### src/rtl/csp_tree_router.sv
// csp_tree_router
//   Three-port packet router node for a binary-tree network. Each input
//   packet is steered by its MSB to one of the two other ports and is
//   forwarded unmodified through a one-entry output register on that port.
//
//   Routing (MSB=0 / MSB=1):
//     p  -> c1out / c2out
//     c1 -> pout  / c2out
//     c2 -> pout  / c1out
//
//   Ports:
//     clk, reset                 clock, asynchronous active-high reset
//     p_*,  c1_*,  c2_*          inbound links  (data/valid in, ready out)
//     pout_*, c1out_*, c2out_*   outbound links (data/valid out, ready in)
//
//   Each output arbitrates between its two possible sources with a 1-bit
//   round-robin pointer; the first-listed source is favoured out of reset.
module csp_tree_router #(
  parameter int WIDTH = 11
) (
  input  logic             clk,
  input  logic             reset,
  input  logic [WIDTH-1:0] p_data,
  input  logic             p_valid,
  output logic             p_ready,
  input  logic [WIDTH-1:0] c1_data,
  input  logic             c1_valid,
  output logic             c1_ready,
  input  logic [WIDTH-1:0] c2_data,
  input  logic             c2_valid,
  output logic             c2_ready,
  output logic [WIDTH-1:0] pout_data,
  output logic             pout_valid,
  input  logic             pout_ready,
  output logic [WIDTH-1:0] c1out_data,
  output logic             c1out_valid,
  input  logic             c1out_ready,
  output logic [WIDTH-1:0] c2out_data,
  output logic             c2out_valid,
  input  logic             c2out_ready
);

  localparam int MSB = WIDTH - 1;

  // Round-robin grant between source a (first-listed) and source b.
  // pri_b=1 means b is favoured on a tie. Returns {grant_b, grant_a}.
  function automatic logic [1:0] rr_grant(input logic req_a,
                                          input logic req_b,
                                          input logic pri_b);
    logic [1:0] g;
    g[0] = req_a & (~req_b | ~pri_b);
    g[1] = req_b & (~req_a | pri_b);
    return g;
  endfunction

  // Output registers and arbitration pointers
  logic [WIDTH-1:0] pout_d_p1, c1out_d_p1, c2out_d_p1;
  logic             pout_vld_p1, c1out_vld_p1, c2out_vld_p1;
  logic             pout_pri, c1out_pri, c2out_pri;

  // Per-input requests toward each possible target
  logic p_to_c1, p_to_c2, c1_to_p, c1_to_c2, c2_to_p, c2_to_c1;
  logic pout_ld, c1out_ld, c2out_ld;
  logic [1:0] pout_gnt, c1out_gnt, c2out_gnt;

  // Stage p0: route, arbitrate and handshake (combinational)
  always_comb begin
    p_to_c1  = p_valid  & ~p_data[MSB];
    p_to_c2  = p_valid  &  p_data[MSB];
    c1_to_p  = c1_valid & ~c1_data[MSB];
    c1_to_c2 = c1_valid &  c1_data[MSB];
    c2_to_p  = c2_valid & ~c2_data[MSB];
    c2_to_c1 = c2_valid &  c2_data[MSB];

    // An output can take a word when empty or when it drains this cycle.
    pout_ld  = ~reset & (~pout_vld_p1  | pout_ready);
    c1out_ld = ~reset & (~c1out_vld_p1 | c1out_ready);
    c2out_ld = ~reset & (~c2out_vld_p1 | c2out_ready);

    pout_gnt  = rr_grant(c1_to_p, c2_to_p,  pout_pri)  & {2{pout_ld}};
    c1out_gnt = rr_grant(p_to_c1, c2_to_c1, c1out_pri) & {2{c1out_ld}};
    c2out_gnt = rr_grant(p_to_c2, c1_to_c2, c2out_pri) & {2{c2out_ld}};

    // Each input requests exactly one output, so its ready is the OR of
    // the grants it could receive.
    p_ready  = c1out_gnt[0] | c2out_gnt[0];
    c1_ready = pout_gnt[0]  | c2out_gnt[1];
    c2_ready = pout_gnt[1]  | c1out_gnt[1];
  end

  // Stage p1: output registers
  always_ff @(posedge clk or posedge reset) begin
    if (reset) begin
      pout_vld_p1 <= 1'b0;
      pout_d_p1   <= '0;
      pout_pri    <= 1'b0;
    end else if (|pout_gnt) begin
      pout_vld_p1 <= 1'b1;
      pout_d_p1   <= pout_gnt[0] ? c1_data : c2_data;
      pout_pri    <= pout_gnt[0];
    end else if (pout_ready) begin
      pout_vld_p1 <= 1'b0;
    end
  end

  always_ff @(posedge clk or posedge reset) begin
    if (reset) begin
      c1out_vld_p1 <= 1'b0;
      c1out_d_p1   <= '0;
      c1out_pri    <= 1'b0;
    end else if (|c1out_gnt) begin
      c1out_vld_p1 <= 1'b1;
      c1out_d_p1   <= c1out_gnt[0] ? p_data : c2_data;
      c1out_pri    <= c1out_gnt[0];
    end else if (c1out_ready) begin
      c1out_vld_p1 <= 1'b0;
    end
  end

  always_ff @(posedge clk or posedge reset) begin
    if (reset) begin
      c2out_vld_p1 <= 1'b0;
      c2out_d_p1   <= '0;
      c2out_pri    <= 1'b0;
    end else if (|c2out_gnt) begin
      c2out_vld_p1 <= 1'b1;
      c2out_d_p1   <= c2out_gnt[0] ? p_data : c1_data;
      c2out_pri    <= c2out_gnt[0];
    end else if (c2out_ready) begin
      c2out_vld_p1 <= 1'b0;
    end
  end

  assign pout_data   = pout_d_p1;
  assign pout_valid  = pout_vld_p1;
  assign c1out_data  = c1out_d_p1;
  assign c1out_valid = c1out_vld_p1;
  assign c2out_data  = c2out_d_p1;
  assign c2out_valid = c2out_vld_p1;

endmodule

### config.mk
export PLATFORM = sky130hd
export DESIGN_NAME = csp_tree_router
export DESIGN_NICKNAME = d
export VERILOG_FILES = /design/src/rtl/csp_tree_router.sv
export SDC_FILE = /design/constraint.sdc
export NUM_CORES = 1
export LEC_CHECK = 0
export BUFFER_PORTS_ARGS = -buffer_cell sky130_fd_sc_hd__buf_2
export CAP_MARGIN = 20
export CORE_MARGIN = 3
export CORE_UTILIZATION = 30
export DETAILED_ROUTE_END_ITERATION = 7
export SYNTH_ARGS = -nofsm -noshare
export SYNTH_HDL_FRONTEND = slang
export SYNTH_SLANG_ARGS = --single-unit
### constraint.sdc
create_clock -name clk -period 5.1 [get_ports clk]
set_clock_uncertainty 0.05 [all_clocks]
set_input_delay 1.275 -clock clk [delete_from_list [all_inputs] [get_ports clk]]
set_output_delay 1.275 -clock clk [all_outputs]
set_load 0.01 [all_outputs]
==> results of run 1 <==
[synth_stat cells (all sizes together)]
master,n
a21boi,1
inv,2
o21a,1
or2,5
a22o,1
dfrtp,39
nor2b,5
nand3b,1
a211oi,3
o31ai,3
o22ai,1
nand2,65
a31o,2
nor4,1
buf,10
nand3,3
clkbuf,2
or3,1
nand2b,3
o21ai,1
a31oi,32
nor2,35
[cell families (layout without fill, tap and decap cells)]
group	Yosys count	in the layout	share of synthesized area, %
AOI/OAI and AO/OA	45	45	17.2
buffers and inverters	14	92	3.71
and+or+nand+nor	119	119	26.5
DFF	39	39	52.6
[metal layers]
metal / track usage (%) / share of wire (%) / vias up / routed length, um
met5: 0 / 0 / - / 0
met1: 18.2 / 42 / 834 / 2250
met4: 4.17 / 1.4 / 0 / 73
met3: 6.48 / 11 / 8 / 593
met2: 24.2 / 45 / 74 / 2370
li1: - / - / 896 / -
[critical path, cell delays in order]
cell	delay (ps)
buf_2	170
or2_1	280
or3_1	350
a21boi_1	160
buf_2	150
[cell type report]
class / count / area [um2] / share of cell area, %
Sequential cell: 39 / 976 / 40.7
Timing Repair Buffer: 84 / 437 / 18.2
Multi-Input combinational cell: 164 / 811 / 33.8
Inverter: 2 / 7.51 / 0.313
Clock buffer: 6 / 72.6 / 3.03
Tap cell: 75 / 93.8 / 3.91
[power groups by stage]
| stage | combinational, mW | clock (mW) | sequential, mW |
|---|---|---|---|
| finish | 0.236 | 0.188 | 0.407 |
| global route | 0.265 | 0.206 | 0.416 |
| CTS | 0.239 | 0.195 | 0.408 |
| detailed placement | 0.240 | 0 | 0.413 |
| global placement | 0.237 | 0 | 0.412 |
| floorplan | 0.105 | 0 | 0.438 |
[path summary, 6_finish.rpt]
path                                start        endpoint
hold / removal             c2out_data[10]  c2out_data[10]
hold reg to reg            c2out_data[10]  c2out_data[10]
setup reg to reg                c2out_pri   c2out_data[7]
max in group asynchronous           reset   c2out_data[0]
setup / recovery                    reset        c2_ready
min in group asynchronous           reset        pout_pri
[flip-flops by register name, indices dropped and copies added (netlist names)]
signal and flops:
c1out_pri 1, pout_data 11, pout_valid 1, c1out_valid 1, c2out_data 11, c2out_valid 1, c1out_data 11, pout_pri 1
c2out_pri 1
==> flow_metrics.py, run 1 <==
metrics = {
    "synth": {
        "syn_area_per_cell_um2": 8.55,
        "syn_inst": 217,
        "synth_area_um2": 1860,
        "yosysUniqueCellTypes": 26,
        "yosysWarnings": 0,
        "synthesis.nets": 258,
        "ys_ff_latch": 39,
        "synth_area_leaders": "dfrtp_1 (53%), nand2_1 (13%), a31oi_1 (10%)",
        "synth_area_leader_cell": "dfrtp_1",
        "yosys.area.top_type_share_pct": 52.6,
        "ys_seq_area_share_pct": 52.6,
    },
    "routing": {
        "vias": 1812,
        "drcViolationCount": 0,
        "drt-initial-drc-count": 75,
        "first_pass_iters": 6,
        "routedWlPerCell_um": 14.3,
        "drtAntennaViolNets": 0,
        "wl_um": 5290,
        "drt-vias-per-instance": 4.90,
    },
    "clocking": {
        "numCtsBuffers": 5,
        "clockBufferDepth": 2,
        "cts_resized": 0,
        "htreeDepth": 2,
        "cts_hold_buf": 0,
        "postCtsSetupBuffers": 0,
        "numClockSinks": 39,
        "clock_latency_ps": 280,
        "clock-root-buffer": "clkbuf_8",
        "clkTransAtPathRegs_ps": 70,
        "cts_tree": "done",
    },
    "pwr": {
        "clkPwrFrac_pct": 22.6,
        "p_per_area_nw_per_um2": 346,
        "leakage_nw": 1.14,
        "p_total_mw": 0.831,
        "combPwrFrac_pct": 28.4,
        "intPower_mw": 0.565,
        "swShare_pct": 32.0,
        "ir_drop_v": 0.000116,
        "netSwitchingPower_mw": 0.266,
        "p_seq_share_pct": 49.0,
    },
    "timing": {
        "final_hold_viol_count": 0,
        "rsz0062_at_grt": "false",
        "fin_crit_sh_pct": 72.6,
        "holdWs_ps": 429,
        "worst_pin_slew_ps": 753,
        "period_needed_ps": 3700,
        "finalWorstSetupSlack_ps": 1400,
        "setup_viol": 0,
        "max_slew_margin_pct": 49.7,
        "maxClockFrequency_mhz": 270,
        "setup_tns_ps": 0,
        "drv_slew": 0,
    },
    "run_status": {
        "status": "completed",
    },
    "job": {
        "maxCapViolations": 0,
    },
    "floorplan": {
        "die_w_um": 84.6,
        "io_pins": 80,
        "dieArea_um2": 7160,
        "start_util_pct": 31.2,
        "core_um2": 5960,
        "num_rows": 28,
        "chipHeight_um": 84.6,
    },
    "worst_hold_path": {
        "hold_depth": 1,
        "hold_class": "flip-flop to flip-flop",
    },
    "global_routing": {
        "grt_pass1_wl_um": 8460,
        "antenna_found_initial": 0,
        "grt_pass1_vias": 1842,
        "grt_max_degree": 40,
        "grt-ovfl-total": 0,
        "grt_util_all_layers_pct": 14.9,
    },
    "layout": {
        "fin_util_pct": 40.3,
        "mostFrequentLayoutCell": "buf_2",
        "diodes": 0,
        "n_fill_cell": 631,
        "finish.instance_area_um2": 2400,
        "final-instance-count-excl-fill": 370,
        "synthToLayoutAreaGrowth_pct": 29.2,
        "final_nets": 337,
        "layout-drive-gt1-share_pct": 33.6,
        "layout_common_cells": "buf_2 (79), nand2_1 (65), dfrtp_1 (39)",
    },
    "setup_path": {
        "startpoint_type": "primary input",
        "critPathRequiredTime_ps": 3770,
        "rrSetupSlack_ps": 3530,
        "crit_type": "primary input to output port",
        "critical_path_peak_fanout": 10,
        "r2r_cells": 4,
        "crit_arrival_ps": 2380,
        "setup.worst_path.end_class": "output port",
    },
    "place": {
        "gp_congestion": 0.828,
        "placed_area_um2": 2310,
        "port_buffers": 79,
        "dp.cells": 363,
        "dp_slack_ps": 1400,
        "hpwl_um": 4240,
    },
}
(Power assumes the default switching activity.)
==> run 2, diff against run 1 <==
ABC_AREA = 1   (was not set)
clock period = 3.6 ns   (was 5.1 ns; I/O delays follow)
==> run 2 against run 1 <==
Compared with the run above:
- synthesized area increased by 15%
- final cell count increased by 28%
- global-route usage increased by 1.7 points
==> flow_metrics.py, run 2 <==
metrics = {
    "run_status": {
        "status": "completed",
    },
    "synth": {
        "synth_ff_type": "dfrtp_1",
        "ys_seq_area_share_pct": 45.6,
        "yosysUniqueCellTypes": 20,
        "synth_commonest_cells": "nand2_1 (119), nand3_1 (45), inv_1 (44)",
        "yosys.area.top_type_share_pct": 45.6,
        "synth_area_leader_cell": "dfrtp_1",
        "syn_inst": 298,
        "yosysWarnings": 0,
        "syn_area_per_cell_um2": 7.18,
        "synth_area_leaders": "dfrtp_1 (46%), nand2_1 (21%), nand3_1 (11%)",
        "synthesis.nets": 339,
        "synth_area_um2": 2140,
        "ys_ff_latch": 39,
        "yosysMostFrequentCell": "nand2_1",
        "synth_edf_count": 0,
        "synthArstFlopShare_pct": 100,
    },
    "worst_hold_path": {
        "hold_class": "flip-flop to flip-flop",
    },
    "clocking": {
        "cts_resized": 0,
        "cts_tree": "done",
        "cts_hold_buf": 0,
        "clockBufferDepth": 2,
        "numCtsBuffers": 5,
        "numClockSinks": 39,
        "clock-root-buffer": "clkbuf_8",
        "clkTransAtPathRegs_ps": 80,
        "htreeDepth": 2,
        "clock_latency_ps": 290,
        "postCtsSetupBuffers": 0,
    },
    "setup_path": {
        "crit_arrival_ps": 1860,
        "critPathRequiredTime_ps": 2650,
        "setup.worst_path.end_class": "output port",
        "crit_buf_inv": 2,
        "critPathMaxStageDelay_ps": 310,
        "critical_path_peak_fanout": 14,
        "worst_path_most_repeated_cell": "buf_2",
        "crit_family": "compound AO/OA/AOI/OAI gates",
        "crit_slowest_cell": "nand3_2",
        "crit_type": "primary input to output port",
        "crit_chain": "buf_2, a21oi_1, nand3_2, o21ai_0, buf_2",
        "startpoint_type": "primary input",
    },
    "routing": {
        "drcViolationCount": 0,
        "vias": 2086,
        "first_pass_iters": 4,
        "routedWlPerCell_um": 13.9,
        "drt-initial-drc-count": 147,
        "met3_length_um": 383,
        "dr_wl_met2_um": 3110,
        "wl_um": 6560,
        "drt-met1-wl_um": 2990,
        "drtAntennaViolNets": 0,
        "highest_layer": "met4",
        "drt-vias-per-instance": 4.41,
    },
    "global_routing": {
        "grt_util_all_layers_pct": 16.6,
        "grt_pass1_vias": 2157,
        "grt-ovfl-total": 0,
        "antenna_found_initial": 0,
        "grt_pass1_wl_um": 10700,
        "grt_max_degree": 42,
    },
    "place": {
        "port_buffers": 79,
        "dp.cells": 465,
        "gp_congestion": 0.853,
        "hpwl_um": 4900,
    },
    "timing": {
        "setup_tns_ps": 0,
        "max_slew_margin_pct": 63.2,
        "setup_viol": 0,
        "drv_slew": 0,
        "final_hold_viol_count": 0,
        "worst_pin_slew_ps": 551,
        "rsz0062_at_grt": "false",
        "fin_crit_sh_pct": 78.0,
        "maxClockFrequency_mhz": 356,
        "period_needed_ps": 2810,
    },
    "floorplan": {
        "die_w_um": 90.5,
        "start_util_pct": 31.1,
        "dieArea_um2": 8180,
        "num_rows": 30,
        "io_pins": 80,
        "core_um2": 6870,
        "chipHeight_um": 90.5,
    },
    "layout": {
        "final-instance-count-excl-fill": 473,
        "final_nets": 417,
        "mostFrequentLayoutCell": "nand2_1",
        "synthToLayoutAreaGrowth_pct": 25.6,
        "layout-drive-gt1-share_pct": 27.9,
        "layout_common_cells": "nand2_1 (119), buf_2 (79), nand3_1 (45)",
        "diodes": 0,
    },
    "job": {
        "maxCapViolations": 0,
    },
    "pwr": {
        "p_per_area_nw_per_um2": 467,
        "ir_drop_v": 0.000165,
        "leakage_nw": 1.60,
    },
}
[run 2: changes by cell type in the layout (fill, tap and decap cells not counted), moves of 4 or more]
cell / before / now
o21bai_1: 0 / 10
nand2_1: 65 / 119
nor2_2: 0 / 4
nor2_1: 35 / 6
o21ai_0: 1 / 5
nand3_1: 3 / 45
nand2_2: 0 / 4
inv_1: 2 / 44
nor2b_1: 5 / 0
a31oi_1: 31 / 0
[run 2: per-stage QoR]
stage / utilization, % / worst slack (ps) / total power [mW] / cell area, um2 / hold WS (ps)
2_1_floorplan: - / 693 / 0.800 / 2140 / 413
3_3_place_gp: 37.9 / 815 / 0.961 / 2600 / 400
3_5_place_dp: 37.9 / 804 / 0.965 / 2600 / 411
4_1_cts: 39.1 / 793 / 1.27 / 2690 / 425
5_1_grt: 39.1 / 647 / 1.35 / 2690 / 438
6_report: 39.1 / 791 / 1.25 / 2690 / 421
[run 2: path summary, 6_finish.rpt]
kind / startpoint / end / slack, ps / depth (start not counted)
min reg2reg: c2out_data[10] / c2out_data[10] / 420 / 1
min in group asynchronous: reset / pout_data[3] / 750 / 3
max reg2reg: pout_valid / pout_data[5] / 1930 / 5
min: c2out_data[10] / c2out_data[10] / 420 / 1
max: reset / c1_ready / 790 / 5
max in group asynchronous: reset / c2out_data[7] / 2390 / 3
[run 2: area by class of cell]
| type | count | area, um2 |
|---|---|---|
| Fill cell | 754 | 4180 |
| Multi-Input combinational cell | 201 | 908 |
| Clock buffer | 6 | 72.6 |
| Timing Repair Buffer | 83 | 425 |
| Inverter | 46 | 173 |
| Clock inverter | 2 | 12.5 |
| Tap cell | 96 | 120 |
| Sequential cell | 39 | 976 |
[run 2: power breakdown]
part	switching [mW]	internal, mW	total (mW)
clock network	0.166	0.136	0.302
logic	0.219	0.146	0.366
registers	0.0539	0.533	0.587
total	0.439	0.815	1.25
[run 2: kinds of logic after synthesis]
| family | Yosys count | synth area share [%] |
|---|---|---|
| AO/OA/AOI/OAI | 18 | 5.55 |
| buffers and inverters | 58 | 11.9 |
| flip-flops | 39 | 45.6 |
| AND/OR/NAND/NOR | 183 | 36.9 |
[run 2: layer usage]
metal,GRT usage (%),vias up
met1,22.1,940
met2,27.3,76
met3,3.67,8
met4,4.59,0
met5,0,-
li1,-,1062
==> run 3, diff against run 2 <==
clock period = 2.85 ns   (was 3.6 ns; I/O delays follow)
==> run 3 against run 2 <==
Compared with the run above:
- count of clock-buffer cells in the layout grew 2
- highest routed layer unchanged
- clock power increased by 38%
- sequential power is 26% higher
==> flow_metrics.py, run 3 (synthesis results as in run 2) <==
metrics = {
    "timing": {
        "period_needed_ps": 2300,
        "maxClockFrequency_mhz": 434,
        "final_hold_viol_count": 0,
        "drv_slew": 0,
        "rsz0062_at_grt": "false",
        "max_slew_margin_pct": 64.0,
        "fin_crit_sh_pct": 80.8,
        "setup_viol": 0,
        "setup_tns_ps": 0,
        "worst_pin_slew_ps": 540,
        "finalWorstSetupSlack_ps": 546,
    },
    "pwr": {
        "p_total_mw": 1.63,
        "p_per_area_nw_per_um2": 597,
        "ir_drop_v": 0.000183,
        "leakage_nw": 1.62,
    },
    "setup_path": {
        "crit_chain": "buf_2, nor2_1, nand2_1, inv_1, nand2_2, nand2_1, buf_2",
        "crit_type": "primary input to output port",
        "critPathMaxStageDelay_ps": 210,
        "critPathRequiredTime_ps": 2090,
        "timing.rr.start": "c1out_valid",
        "rrSetupSlack_ps": 1230,
        "setup.worst_path.end_class": "output port",
        "critical_path_peak_fanout": 2,
        "startpoint_type": "primary input",
        "r2r_cells": 8,
        "crit_slowest_cell": "nor2_1",
        "crit_arrival_ps": 1540,
        "reg2reg_to": "c1out_data[7]",
    },
    "routing": {
        "drcViolationCount": 0,
        "wl_um": 6620,
        "vias": 2112,
        "drtAntennaViolNets": 0,
        "first_pass_iters": 4,
        "drt-initial-drc-count": 148,
        "routedWlPerCell_um": 13.9,
        "drt-vias-per-instance": 4.44,
    },
    "global_routing": {
        "antenna_found_initial": 0,
        "grt_util_all_layers_pct": 16.8,
        "grt_pass1_wl_um": 11000,
        "grt_pass1_vias": 2133,
        "grt-ovfl-total": 0,
        "grt_max_degree": 42,
    },
    "clocking": {
        "clock_latency_ps": 290,
        "numCtsBuffers": 5,
        "cts_resized": 0,
        "clockBufferDepth": 2,
        "clkTransAtPathRegs_ps": 70,
        "numClockSinks": 39,
        "cts_hold_buf": 0,
        "clock-root-buffer": "clkbuf_8",
        "cts_tree": "done",
        "postCtsSetupBuffers": 0,
        "htreeDepth": 2,
    },
    "place": {
        "dp_slack_ps": 387,
        "hpwl_um": 5110,
        "port_buffers": 79,
        "gp_congestion": 0.810,
        "dp.cells": 468,
    },
    "layout": {
        "mostFrequentLayoutCell": "nand2_1",
        "final_nets": 420,
        "layout_common_cells": "nand2_1 (119), buf_2 (79), nand3_1 (45)",
        "diodes": 0,
        "layout-drive-gt1-share_pct": 28.4,
        "final-instance-count-excl-fill": 476,
        "fin_util_pct": 39.7,
        "synthToLayoutAreaGrowth_pct": 27.4,
    },
    "floorplan": {
        "io_pins": 80,
        "core_um2": 6870,
        "die_w_um": 90.5,
        "start_util_pct": 31.1,
        "num_rows": 30,
        "dieArea_um2": 8180,
        "chipHeight_um": 90.5,
    },
    "run_status": {
        "status": "completed",
    },
    "job": {
        "maxCapViolations": 0,
    },
    "worst_hold_path": {
        "hold_depth": 1,
        "holdPathEnd": "c2out_data[10]",
        "hp-start": "c2out_data[10]",
        "hold_class": "flip-flop to flip-flop",
    },
}
## run 3: cell count changes in the layout (fill, tap and decap cells not counted)
cell / change
buf_4: +3
clkbuf_8: +2
clkinv_2: -1
clkinvlp_4: -1
## run 3: cell type report
type / instances / area, um2
Sequential cell: 39 / 976
Timing Repair Buffer: 86 / 448
Multi-Input combinational cell: 201 / 908
Fill cell: 767 / 4140
Tap cell: 96 / 120
Inverter: 46 / 173
Clock buffer: 8 / 100
## run 3: metal layers
| layer | vias up | track usage, % | part of all wire (%) |
|---|---|---|---|
| li1 | 1071 | - | - |
| met1 | 957 | 21.9 | 45 |
| met2 | 76 | 27.6 | 47 |
| met3 | 8 | 4.25 | 6.3 |
| met4 | 0 | 5.10 | 1.5 |
| met5 | - | 0 | 0 |
## run 3: worst max path at each step
stage / startpoint / endpoint / cells after the start
6_report: p_data[10] / p_ready / 7
3_3_place_gp: reset / c2out_data[2] / 8
5_1_grt: p_data[10] / p_ready / 7
2_1_floorplan: reset / p_ready / 6
3_5_place_dp: reset / c2out_data[0] / 8
4_1_cts: p_data[10] / p_ready / 7
## run 3: worst max-delay path, delay by kind of cell
family	cells	cell delay [ps]
buf+inv	3	320
simple gates	4	500
## run 3: power breakdown
| part | total (mW) | internal [mW] | switching [mW] |
|---|---|---|---|
| Clock | 0.416 | 0.221 | 0.195 |
| Sequential | 0.741 | 0.673 | 0.0682 |
| Combinational | 0.469 | 0.188 | 0.281 |
| Total | 1.63 | 1.08 | 0.544 |
## run 3: metrics by stage
step           hold WS [ps]  instance area (um2)
5_1_grt                 444                 2730
2_1_floorplan           413                 2140
6_report                416                 2730
3_3_place_gp            399                 2630
4_1_cts                 426                 2730
3_5_place_dp            406                 2630
